<file path="src/rtl/hood_pkg.sv">
// hood_pkg: shared types and constants for the range-hood mode controller.
//   hood_state_e : operating mode encoding
//   NS_*         : bit positions inside the 16-bit now_state status code
//   FAN_*        : fan level codes
package hood_pkg;

  typedef enum logic [2:0] {
    ST_OFF,
    ST_STANDBY,
    ST_LEVEL1,
    ST_LEVEL2,
    ST_LEVEL3,
    ST_CLEAN
  } hood_state_e;

  localparam int NS_PWR   = 15;
  localparam int NS_L1    = 14;
  localparam int NS_CLEAN = 13;
  localparam int NS_L2    = 12;
  localparam int NS_L3    = 11;
  localparam int NS_Q1    = 7;
  localparam int NS_Q2    = 6;
  localparam int NS_Q3    = 5;

  localparam logic [1:0] FAN_OFF = 2'd0;
  localparam logic [1:0] FAN_L1  = 2'd1;
  localparam logic [1:0] FAN_L2  = 2'd2;
  localparam logic [1:0] FAN_L3  = 2'd3;

endpackage

</file>
<file path="src/rtl/hood_sec_timer.sv">
// hood_sec_timer: 8-bit loadable seconds down-counter.
//   clk, rst   : clock, synchronous active-high reset
//   load       : load load_val into the counter
//   load_val   : value to load
//   tick       : decrement by one (held at zero, never underflows)
//   clr        : force the counter to zero (wins over load)
//   count      : registered count
//   count_nxt  : value count takes at the next edge (lets the owner register decoded status)
//   last       : tick arriving while count==1
module hood_sec_timer (
  input  logic       clk,
  input  logic       rst,
  input  logic       load,
  input  logic [7:0] load_val,
  input  logic       tick,
  input  logic       clr,
  output logic [7:0] count,
  output logic [7:0] count_nxt,
  output logic       last
);

  logic [7:0] count_q;
  logic [7:0] count_d;

  always_comb begin
    count_d = count_q;
    if (clr)                          count_d = 8'd0;
    else if (load)                    count_d = load_val;
    else if (tick && count_q != 8'd0) count_d = count_q - 8'd1;
  end

  always_ff @(posedge clk) begin
    if (rst) count_q <= 8'd0;
    else     count_q <= count_d;
  end

  assign count     = count_q;
  assign count_nxt = count_d;
  assign last      = tick && (count_q == 8'd1);

endmodule

</file>
<file path="src/rtl/hood_mode_ctrl.sv">
// hood_mode_ctrl: range-hood operating-mode controller.
//   clk, rst          : clock, synchronous active-high reset
//   tick_1hz          : one-cycle pulse per second
//   btn_*             : one-cycle debounced button pulses
//   now_state [15:0]  : registered status code for the display path
//   fan_level [1:0]   : 0=off, 1..3=level
//   remain_sec [7:0]  : active countdown, 0 when no timer runs
//   busy              : high in LEVEL3 and CLEAN
// Optional feature macro: HOOD_AUTO_OFF_EN (STANDBY inactivity auto-off).
//
// state      | meaning
// ST_OFF     | hood off, only power is accepted
// ST_STANDBY | powered, fan stopped
// ST_LEVEL1  | extraction level 1
// ST_LEVEL2  | extraction level 2
// ST_LEVEL3  | hurricane level, timed, once per power cycle
// ST_CLEAN   | timed self-clean
module hood_mode_ctrl
  import hood_pkg::*;
#(
  parameter int HURRICANE_SECS = 60,
  parameter int CLEAN_SECS     = 180,
  parameter int IDLE_SECS      = 30
) (
  input  logic        clk,
  input  logic        rst,
  input  logic        tick_1hz,
  input  logic        btn_power,
  input  logic        btn_level1,
  input  logic        btn_level2,
  input  logic        btn_level3,
  input  logic        btn_clean,
  output logic [15:0] now_state,
  output logic [1:0]  fan_level,
  output logic [7:0]  remain_sec,
  output logic        busy
);

  localparam logic [7:0] HURR_LD  = 8'(HURRICANE_SECS);
  localparam logic [7:0] CLEAN_LD = 8'(CLEAN_SECS);
  localparam logic [7:0] QTR      = 8'(CLEAN_SECS / 4);

  hood_state_e state_q, state_d;
  logic        l3_used_q, l3_used_d;
  logic [15:0] now_q, now_d;
  logic [1:0]  fan_q, fan_d;
  logic        busy_q, busy_d;

  // Priority resolution: only the highest pending button survives.
  logic sel_pwr, sel_clean, sel_l3, sel_l2, sel_l1, any_btn;
  assign sel_pwr   = btn_power;
  assign sel_clean = !btn_power && btn_clean;
  assign sel_l3    = !btn_power && !btn_clean && btn_level3;
  assign sel_l2    = !btn_power && !btn_clean && !btn_level3 && btn_level2;
  assign sel_l1    = !btn_power && !btn_clean && !btn_level3 && !btn_level2 && btn_level1;
  assign any_btn   = btn_power | btn_clean | btn_level3 | btn_level2 | btn_level1;

  logic       tmr_load, tmr_clr, tmr_tick, tmr_last;
  logic [7:0] tmr_load_val, tmr_cnt, tmr_cnt_nxt;

  // In the timed modes power is the only button ever accepted, so it alone
  // swallows a coincident tick.
  assign tmr_tick = tick_1hz && !btn_power &&
                    (state_q == ST_LEVEL3 || state_q == ST_CLEAN);

  hood_sec_timer u_mode_tmr (
    .clk       (clk),
    .rst       (rst),
    .load      (tmr_load),
    .load_val  (tmr_load_val),
    .tick      (tmr_tick),
    .clr       (tmr_clr),
    .count     (tmr_cnt),
    .count_nxt (tmr_cnt_nxt),
    .last      (tmr_last)
  );

`ifdef HOOD_AUTO_OFF_EN
  logic       idle_load, idle_clr, idle_tick, idle_last;
  logic [7:0] idle_cnt, idle_cnt_nxt;
  logic       unused_idle;

  // Reloaded on STANDBY entry and on any button press; a press also eats the tick.
  assign idle_tick   = tick_1hz && !any_btn && (state_q == ST_STANDBY);
  assign idle_load   = (state_d == ST_STANDBY) && ((state_q != ST_STANDBY) || any_btn);
  assign idle_clr    = (state_d != ST_STANDBY);
  assign unused_idle = ^{idle_cnt, idle_cnt_nxt};

  hood_sec_timer u_idle_tmr (
    .clk       (clk),
    .rst       (rst),
    .load      (idle_load),
    .load_val  (8'(IDLE_SECS)),
    .tick      (idle_tick),
    .clr       (idle_clr),
    .count     (idle_cnt),
    .count_nxt (idle_cnt_nxt),
    .last      (idle_last)
  );
`else
  logic unused_btn;
  assign unused_btn = any_btn;
`endif

  always_comb begin
    state_d      = state_q;
    l3_used_d    = l3_used_q;
    tmr_load     = 1'b0;
    tmr_load_val = 8'd0;
    tmr_clr      = 1'b0;
    unique case (state_q)
      ST_OFF: begin
        if (sel_pwr) state_d = ST_STANDBY;
      end
      ST_STANDBY: begin
        if (sel_pwr) state_d = ST_OFF;
        else if (sel_clean) begin
          state_d      = ST_CLEAN;
          tmr_load     = 1'b1;
          tmr_load_val = CLEAN_LD;
        end
        else if (sel_l3 && !l3_used_q) begin
          state_d      = ST_LEVEL3;
          l3_used_d    = 1'b1;
          tmr_load     = 1'b1;
          tmr_load_val = HURR_LD;
        end
        else if (sel_l2) state_d = ST_LEVEL2;
        else if (sel_l1) state_d = ST_LEVEL1;
`ifdef HOOD_AUTO_OFF_EN
        else if (idle_last) state_d = ST_OFF;
`endif
      end
      ST_LEVEL1, ST_LEVEL2: begin
        if (sel_pwr) state_d = ST_STANDBY;
        else if (sel_l3 && !l3_used_q) begin
          state_d      = ST_LEVEL3;
          l3_used_d    = 1'b1;
          tmr_load     = 1'b1;
          tmr_load_val = HURR_LD;
        end
        else if (sel_l2) state_d = ST_LEVEL2;
        else if (sel_l1) state_d = ST_LEVEL1;
      end
      ST_LEVEL3: begin
        if (sel_pwr) begin
          state_d = ST_STANDBY;
          tmr_clr = 1'b1;
        end
        else if (tmr_last) state_d = ST_LEVEL2;
      end
      ST_CLEAN: begin
        if (sel_pwr) begin
          state_d = ST_STANDBY;
          tmr_clr = 1'b1;
        end
        else if (tmr_last) state_d = ST_STANDBY;
      end
      default: begin
        state_d = ST_OFF;
        tmr_clr = 1'b1;
      end
    endcase
    if (state_d == ST_OFF) l3_used_d = 1'b0;
  end

  // Status decode from next-state values so the outputs leave flops directly.
  logic [7:0] elapsed;
  assign elapsed = CLEAN_LD - tmr_cnt_nxt;

  always_comb begin
    now_d  = 16'h0000;
    fan_d  = FAN_OFF;
    busy_d = 1'b0;
    unique case (state_d)
      ST_OFF: ;
      ST_STANDBY: now_d[NS_PWR] = 1'b1;
      ST_LEVEL1: begin
        now_d[NS_PWR] = 1'b1;
        now_d[NS_L1]  = 1'b1;
        fan_d         = FAN_L1;
      end
      ST_LEVEL2: begin
        now_d[NS_PWR] = 1'b1;
        now_d[NS_L2]  = 1'b1;
        fan_d         = FAN_L2;
      end
      ST_LEVEL3: begin
        now_d[NS_PWR] = 1'b1;
        now_d[NS_L3]  = 1'b1;
        fan_d         = FAN_L3;
        busy_d        = 1'b1;
      end
      ST_CLEAN: begin
        now_d[NS_PWR]   = 1'b1;
        now_d[NS_CLEAN] = 1'b1;
        fan_d           = FAN_L3;
        busy_d          = 1'b1;
        if (elapsed >= 8'(3 * QTR))      now_d[NS_Q3] = 1'b1;
        else if (elapsed >= 8'(2 * QTR)) now_d[NS_Q2] = 1'b1;
        else if (elapsed >= QTR)         now_d[NS_Q1] = 1'b1;
      end
      default: ;
    endcase
  end

  always_ff @(posedge clk) begin
    if (rst) begin
      state_q   <= ST_OFF;
      l3_used_q <= 1'b0;
      now_q     <= 16'h0000;
      fan_q     <= FAN_OFF;
      busy_q    <= 1'b0;
    end else begin
      state_q   <= state_d;
      l3_used_q <= l3_used_d;
      now_q     <= now_d;
      fan_q     <= fan_d;
      busy_q    <= busy_d;
    end
  end

  assign now_state  = now_q;
  assign fan_level  = fan_q;
  assign remain_sec = tmr_cnt;
  assign busy       = busy_q;

endmodule

</file>
<file path="config.mk">
export PLATFORM = sky130hd
export DESIGN_NAME = hood_mode_ctrl
export DESIGN_NICKNAME = d
export VERILOG_FILES = /design/src/rtl/hood_pkg.sv /design/src/rtl/hood_sec_timer.sv /design/src/rtl/hood_mode_ctrl.sv
export SDC_FILE = /design/constraint.sdc
export NUM_CORES = 1
export LEC_CHECK = 0
export ABC_CLOCK_PERIOD_IN_PS = 3400
export CELL_PAD_IN_SITES_DETAIL_PLACEMENT = 1
export CELL_PAD_IN_SITES_GLOBAL_PLACEMENT = 2
export CORE_MARGIN = 5
export CORE_UTILIZATION = 30
export DETAILED_ROUTE_END_ITERATION = 16
export GPL_TIMING_DRIVEN = 0
export PLACE_DENSITY_LB_ADDON = 0.1
export SLEW_MARGIN = 10
export SYNTH_ARGS = -nofsm -noshare
export SYNTH_HDL_FRONTEND = slang
export SYNTH_SLANG_ARGS = --single-unit
</file>
<file path="constraint.sdc">
create_clock -name clk -period 3.4 [get_ports clk]
set_input_delay 0.68 -clock clk [delete_from_list [all_inputs] [get_ports clk]]
set_output_delay 0.68 -clock clk [all_outputs]
set_load 0.1 [all_outputs]
</file>
==> results.sh, run 1 <==
export IMPL_core_um2=5410
export IMPL_hpwlAfterDp_mm=3.73
export IMPL_clock_tree_buffer_depth=2
export IMPL_grt_pass1_wl_mm=8.00
export IMPL_rrSetupSlack_ns=0.37
export IMPL_synth_ff_type="dfxtp_1"
export IMPL_hp_start="l3_used_q"
export IMPL_fmax_mhz=317
export IMPL_root_buffer="clkbuf_8"
export IMPL_grt_max_degree=15
export IMPL_wl_per_cell_um=15.2
export IMPL_rows=27
export IMPL_die_w_um=84.0
export IMPL_slowest_stage="clkdlybuf4s50_1"
export IMPL_drv_cap=0
export IMPL_hold_end="l3_used_q"
export IMPL_clock_latency_ns=0.26
export IMPL_holdPathStages=2
export IMPL_hold_class="reg2reg"
export IMPL_whs_ns=0.669
export IMPL_drv_slew=0
export IMPL_num_nets_final=252
export IMPL_ys_ff_latch=23
export IMPL_cp_data_required_time_ns=3.56
export IMPL_fin_crit_sh_pct=92.7
export IMPL_drtPass1Iterations=4
export IMPL_leakagePower_nw=0.888
export IMPL_seq_area_frac_synth_pct=28.0
export IMPL_routed_via_density=5.11
export IMPL_mostFrequentLayoutCells="24 x clkdlybuf4s50_1, 22 x dfxtp_1, 16 x nor2_1, 13 x buf_4, 12 x inv_1"
export IMPL_worstReg2RegStart="u_mode_tmr.count[1]"
export IMPL_crit_chain="clkdlybuf4s50_1, nor4b_4, buf_4, o21ai_1, nor2b_4, o211ai_1, buf_4, ha_1, nor2b_1, nor3b_1, o21ai_0, nand3b_1, o2bb2ai_1"
export IMPL_synthCells=195
export IMPL_dieArea_um2=7060
export IMPL_dp_cells=300
export IMPL_synth_cell_types=60
export IMPL_vias=1575
export IMPL_synth_edff_count=0
export IMPL_powerDensity_nw_per_um2=312
export IMPL_portBuffers=26
export IMPL_die_y_um=84.0
export IMPL_dr_first_iter_drc_count=57
export IMPL_antenna_found_initial=0
export IMPL_ios=35
export IMPL_total_power_mw=0.680
export IMPL_first_global_vias=1617
export IMPL_grt_overflow_total=0
export IMPL_syn_avg_cell_area_um2=8.43
export IMPL_worst_path_max_fanout=6
export IMPL_grt_use_total_pct=13.5
export IMPL_layout_commonest_cell="clkdlybuf4s50_1"
export IMPL_max_stage_delay_ns=0.49
export IMPL_async_flop_share_pct=0
export IMPL_min_period_ns=3.15
export IMPL_startpoint_type="input port"
export IMPL_reg2reg_depth=10
export IMPL_hold_violations=0
export IMPL_path_clk_slew_ns=0.09
export IMPL_final_cells=308
export IMPL_syn_area_um2=1640
export IMPL_clock_skew_ns=0.00253
export IMPL_critical_path_arrival_ns=3.31
export IMPL_relSlewSlack_pct=34.7
export IMPL_area_growth_pct=32.4
export IMPL_cts_tree="yes"
export IMPL_path_class="in2reg"
export IMPL_irDropWorstVdd_mv=0.198
export IMPL_start_util_pct=30.4
export IMPL_rsz0062_at_grt="false"
export IMPL_cts_hold_buf=0
export IMPL_post_route_drc_count=0
export IMPL_setup_viol=0
export IMPL_crit_top_cell="buf_4"
export IMPL_status="complete, no violations"
export IMPL_cts_buffers=3
export IMPL_gp_congestion=0.794
export IMPL_worst_slew_pin_slew_ns=0.977
export IMPL_timing_rr_end="now_state[7]"
export IMPL_wirelength_mm=4.67
export IMPL_clkSinkCount=23
export IMPL_htree_levels=1
export IMPL_cp_end_kind="flip-flop"
export IMPL_antenna_left=0
export IMPL_yosys_warnings=0
export IMPL_drive_above_1_share_pct=18.2
export IMPL_insertedDiodeCount=0
export IMPL_setup_tns_ns=0
[kinds of logic after synthesis]
group | share of synthesized area (%)
AOI/OAI and AO/OA | 23.9
other | 0.228
adders and majority gates | 5.33
muxes | 2.82
xor gates and xnor gates | 2.66
and+or+nand+nor | 28.9
DFF | 28.0
buffers and inverters | 8.14
[stage by stage]
step	area (um2)	util [%]	setup slack [ns]
after CTS	2120	39.2	0.00372
after floorplan	1670	-	0.0464
after global routing	2180	40.3	0.0476
after global placement	2020	37.4	-0.679
final	2180	40.3	0.247
after detailed placement	2020	37.4	-0.727
[critical path: cells and delay by family]
family          cells  cell delay [ns]
buf+inv             3             0.84
simple gates        5             0.82
compound gates      4             0.70
fa+ha+maj           1             0.26
[how the worst max path moves through the flow]
stage	start	to	slack, ns
2_1_floorplan	u_mode_tmr.count[1]	now_state[5]	0.05
6_report	btn_level3	now_state[6]	0.25
3_3_place_gp	btn_power	now_state[5]	-0.68
3_5_place_dp	btn_power	now_state[5]	-0.73
5_1_grt	btn_level3	now_state[6]	0.05
4_1_cts	btn_clean	now_state[7]	0.004
[cell usage after synthesis (all sizes together) (2+ instances only)]
cell type / instances / area share [%]
nand2b: 7 / 2.7
and3: 3 / 1.1
nor4: 3 / 1.5
ha: 7 / 5.3
a21oi: 8 / 2.4
nor3b: 3 / 1.4
nor2: 16 / 3.7
or3: 2 / 0.76
o211ai: 2 / 0.91
o21ai: 13 / 4.0
mux2: 2 / 1.6
inv: 12 / 2.7
buf: 11 / 4.9
a41o: 2 / 1.2
nand2: 10 / 2.3
and2: 2 / 0.76
clkbuf: 2 / 0.46
o2111ai: 2 / 1.1
o32ai: 2 / 1.5
o311a: 2 / 1.2
a21o: 2 / 0.91
or4: 4 / 2.1
xnor2: 2 / 1.1
nand3: 5 / 1.5
nor3: 7 / 2.1
dfxtp: 23 / 28
xor2: 3 / 1.6
mux2i: 2 / 1.2
nor2b: 9 / 3.4
a31oi: 5 / 3.2
nand4: 2 / 0.76
[metal layers]
metal | global-route usage (%) | part of all wire [%]
met1 | 18.6 | 49
met2 | 21.7 | 47
met3 | 2.57 | 3.2
met4 | 2.63 | 0.58
met5 | 0 | 0
[layout make-up]
type                            instances  area (um2)
Fill cell                             665        3230
Multi-Input combinational cell        154        1140
Sequential cell                        23         462
Timing Repair Buffer                   30         295
Buffer                                 13        92.6
Tap cell                               72        90.1
Inverter                               12        45.0
Clock buffer                            3        41.3
Clock inverter                          1        7.51
[repair_timing]
action,in CTS,in global routing
endpoints found under the hold margin,0,0
resized for setup,10,9
buffers inserted,1,3
setup endpoints to repair,3,3
pin swaps,2,1
[power breakdown]
part | leakage, nW | switching [mW] | total [mW] | internal (mW)
combinational | 0.680 | 0.155 | 0.219 | 0.0643
clock | 0.0217 | 0.0922 | 0.175 | 0.0828
sequential | 0.187 | 0.00852 | 0.286 | 0.277
total | 0.888 | 0.255 | 0.680 | 0.425
[state kept, by name, summed over array words and instances, names as in the netlist]
register,flops
now_state,8
state_q,3
fan_level,2
u_mode_tmr.count,8
l3_used_q,1
busy,1
Power figures use the tool's default switching activity.
==> inputs of run 2 (changes only) <==
SYNTH_HIERARCHICAL = 1   (was default)
==> results.sh, run 2 <==
export IMPL_cts_hold_buf=0
export IMPL_drv_cap=0
export IMPL_synthCells=213
export IMPL_worst_slew_pin_slew_ns=0.986
export IMPL_syn_avg_cell_area_um2=8.25
export IMPL_post_route_drc_count=0
export IMPL_clkSinkCount=23
export IMPL_core_um2=5610
export IMPL_antenna_left=0
export IMPL_ys_ff_latch=23
export IMPL_gp_congestion=0.795
export IMPL_clock_latency_ns=0.26
export IMPL_cts_buffers=3
export IMPL_reg2reg_depth=15
export IMPL_mostFrequentLayoutCells="23 x clkdlybuf4s50_1, 22 x nor2_1, 21 x dfxtp_1, 19 x buf_4, 11 x conb_1"
export IMPL_stdcell_area_um2=2380
export IMPL_powerDensity_nw_per_um2=271
export IMPL_p_int_mw=0.421
export IMPL_synthTopCellsByCount="24 x nor2_1, 23 x dfxtp_1, 11 x inv_1"
export IMPL_grt_max_degree=14
export IMPL_antenna_found_initial=0
export IMPL_fmax_mhz=306
export IMPL_fin_crit_sh_pct=96.0
export IMPL_startpoint_type="input port"
export IMPL_cp_data_required_time_ns=3.56
export IMPL_cts_tree="yes"
export IMPL_leakagePower_nw=0.942
export IMPL_synth_cell_types=66
export IMPL_clock_skew_ns=0.00308
export IMPL_power_switching_mw=0.225
export IMPL_synth_top_cell_area_share_pct=26.2
export IMPL_rows=27
export IMPL_holdPathStages=2
export IMPL_cp_end_kind="flip-flop"
export IMPL_seq_area_frac_synth_pct=26.2
export IMPL_grt_pass1_wl_mm=8.05
export IMPL_rrSetupSlack_ns=0.25
export IMPL_drive_above_1_share_pct=27.8
export IMPL_irDropWorstVdd_mv=0.126
export IMPL_dieArea_um2=7490
export IMPL_final_seq_area_um2=463
export IMPL_path_clk_slew_ns=0.08
export IMPL_grt_overflow_total=0
export IMPL_die_w_um=86.6
export IMPL_status="complete, no violations"
export IMPL_timing_rr_end="now_state[6]"
export IMPL_first_global_vias=1616
export IMPL_multi_input_area_um2=1270
export IMPL_startpoint="btn_clean"
export IMPL_drv_slew=0
export IMPL_total_power_mw=0.646
export IMPL_hold_class="reg2reg"
export IMPL_wl_per_cell_um=14.4
export IMPL_synth_edff_count=0
export IMPL_portBuffers=26
export IMPL_start_util_pct=31.3
export IMPL_final_core_util_pct=42.5
export IMPL_dr_first_iter_drc_count=55
export IMPL_hpwlAfterDp_mm=3.80
export IMPL_path_class="in2reg"
export IMPL_cp_endpoint="now_state[6]"
export IMPL_setup_viol=0
export IMPL_pwr_share_seq_pct=43.1
export IMPL_insertedDiodeCount=0
export IMPL_wirelength_mm=4.82
export IMPL_num_nets_final=279
export IMPL_root_buffer="clkbuf_8"
export IMPL_worst_path_max_fanout=10
export IMPL_fillers=707
export IMPL_critical_path_arrival_ns=3.43
export IMPL_vias=1663
export IMPL_min_period_ns=3.27
export IMPL_yosys_warnings=6
export IMPL_yosysTopAreaCell="dfxtp_1"
export IMPL_die_y_um=86.6
export IMPL_comb_power_share_pct=30.7
export IMPL_ys_top_cells_by_area="dfxtp_1 26%, nor2_1 5.1%, ha_1 5.0%, buf_4 3.4%, nor3_1 2.8%"
export IMPL_ios=35
export IMPL_grt_use_total_pct=13.2
export IMPL_dpl_cell_area_um2=2200
export IMPL_layout_commonest_cell="clkdlybuf4s50_1"
export IMPL_routed_via_density=4.96
export IMPL_synth_most_common_cell="nor2_1"
export IMPL_synth_ff_type="dfxtp_1"
export IMPL_htree_levels=1
export IMPL_whs_ns=0.592
export IMPL_swShare_pct=34.8
export IMPL_p_clk_share_pct=26.2
export IMPL_async_flop_share_pct=0
export IMPL_drtPass1Iterations=4
export IMPL_worstReg2RegStart="state_q[1]"
export IMPL_syn_area_um2=1760
export IMPL_relSlewSlack_pct=34.1
export IMPL_hold_violations=0
export IMPL_area_growth_pct=35.7
export IMPL_clock_tree_buffer_depth=2
==> run 2: layer usage <==
| metal | vias to the layer above | wire length, um | global-route usage [%] |
|---|---|---|---|
| li1 | 858 | - | - |
| met5 | - | 0 | 0 |
| met1 | 784 | 2420 | 18.5 |
| met2 | 19 | 2260 | 21.8 |
| met3 | 2 | 113 | 1.24 |
| met4 | 0 | 26 | 3.40 |
==> run 2: timing repair <==
| action | CTS | global route |
|---|---|---|
| resized for setup | 17 | 20 |
| setup endpoints to repair | 3 | 3 |
| setup buffers | 5 | 5 |
| pin swaps | 5 | 9 |
==> run 2: layout make-up <==
class                   count  area share [%]
repair buffers             36            13.5
well taps                  72            3.78
clock buffers               3            1.73
plain buffers              18            5.82
inverters                  14            2.31
multi-input cells         168            53.2
flip-flops and latches     23            19.4
clock inverters             1           0.210
==> run 2: cell families after synthesis <==
logic type,share of synthesized area [%]
AND/OR/NAND/NOR,30.9
AO/OA/AOI/OAI,24.4
buffers and inverters,9.25
flip-flops,26.2
adder cells (fa/ha/maj),4.98
XOR/XNOR,3.49
other,0.213
multiplexers,0.569
==> run 2: worst min path at each step <==
stage | start | endpoint
floorplan | l3_used_q | l3_used_q
global placement | l3_used_q | l3_used_q
detailed placement | l3_used_q | l3_used_q
CTS | l3_used_q | l3_used_q
global route | l3_used_q | l3_used_q
finish | l3_used_q | l3_used_q
==> run 2: metrics by stage <==
stage	cells	setup TNS, ns	setup slack [ns]
after global placement	321	-4.30	-1.16
after CTS	330	0	0.00921
final	335	0	0.135
after global routing	335	-0.0126	-0.00707
after detailed placement	321	-3.58	-1.11
after floorplan	223	0	0.0244
==> run 2: worst max-delay path, stage by stage <==
cell	delay [ns]
buf_4	0.15
nor4b_4	0.33
o221ai_2	0.16
inv_2	0.10
buf_8	0.14
inv_4	0.04
clkbuf_8	0.16
a2111oi_4	0.40
inv_1	0.11
ha_2	0.28
or2_4	0.22
o32a_1	0.15
a32oi_1	0.21
o211ai_1	0.12
and3_1	0.18
==> run 2: power by group through the flow <==
stage	combinational (mW)	clock (mW)	sequential, mW
floorplan	0.123	0	0.313
global placement	0.191	0	0.284
detailed placement	0.191	0	0.285
CTS	0.195	0.181	0.278
global route	0.213	0.194	0.279
finish	0.198	0.169	0.278
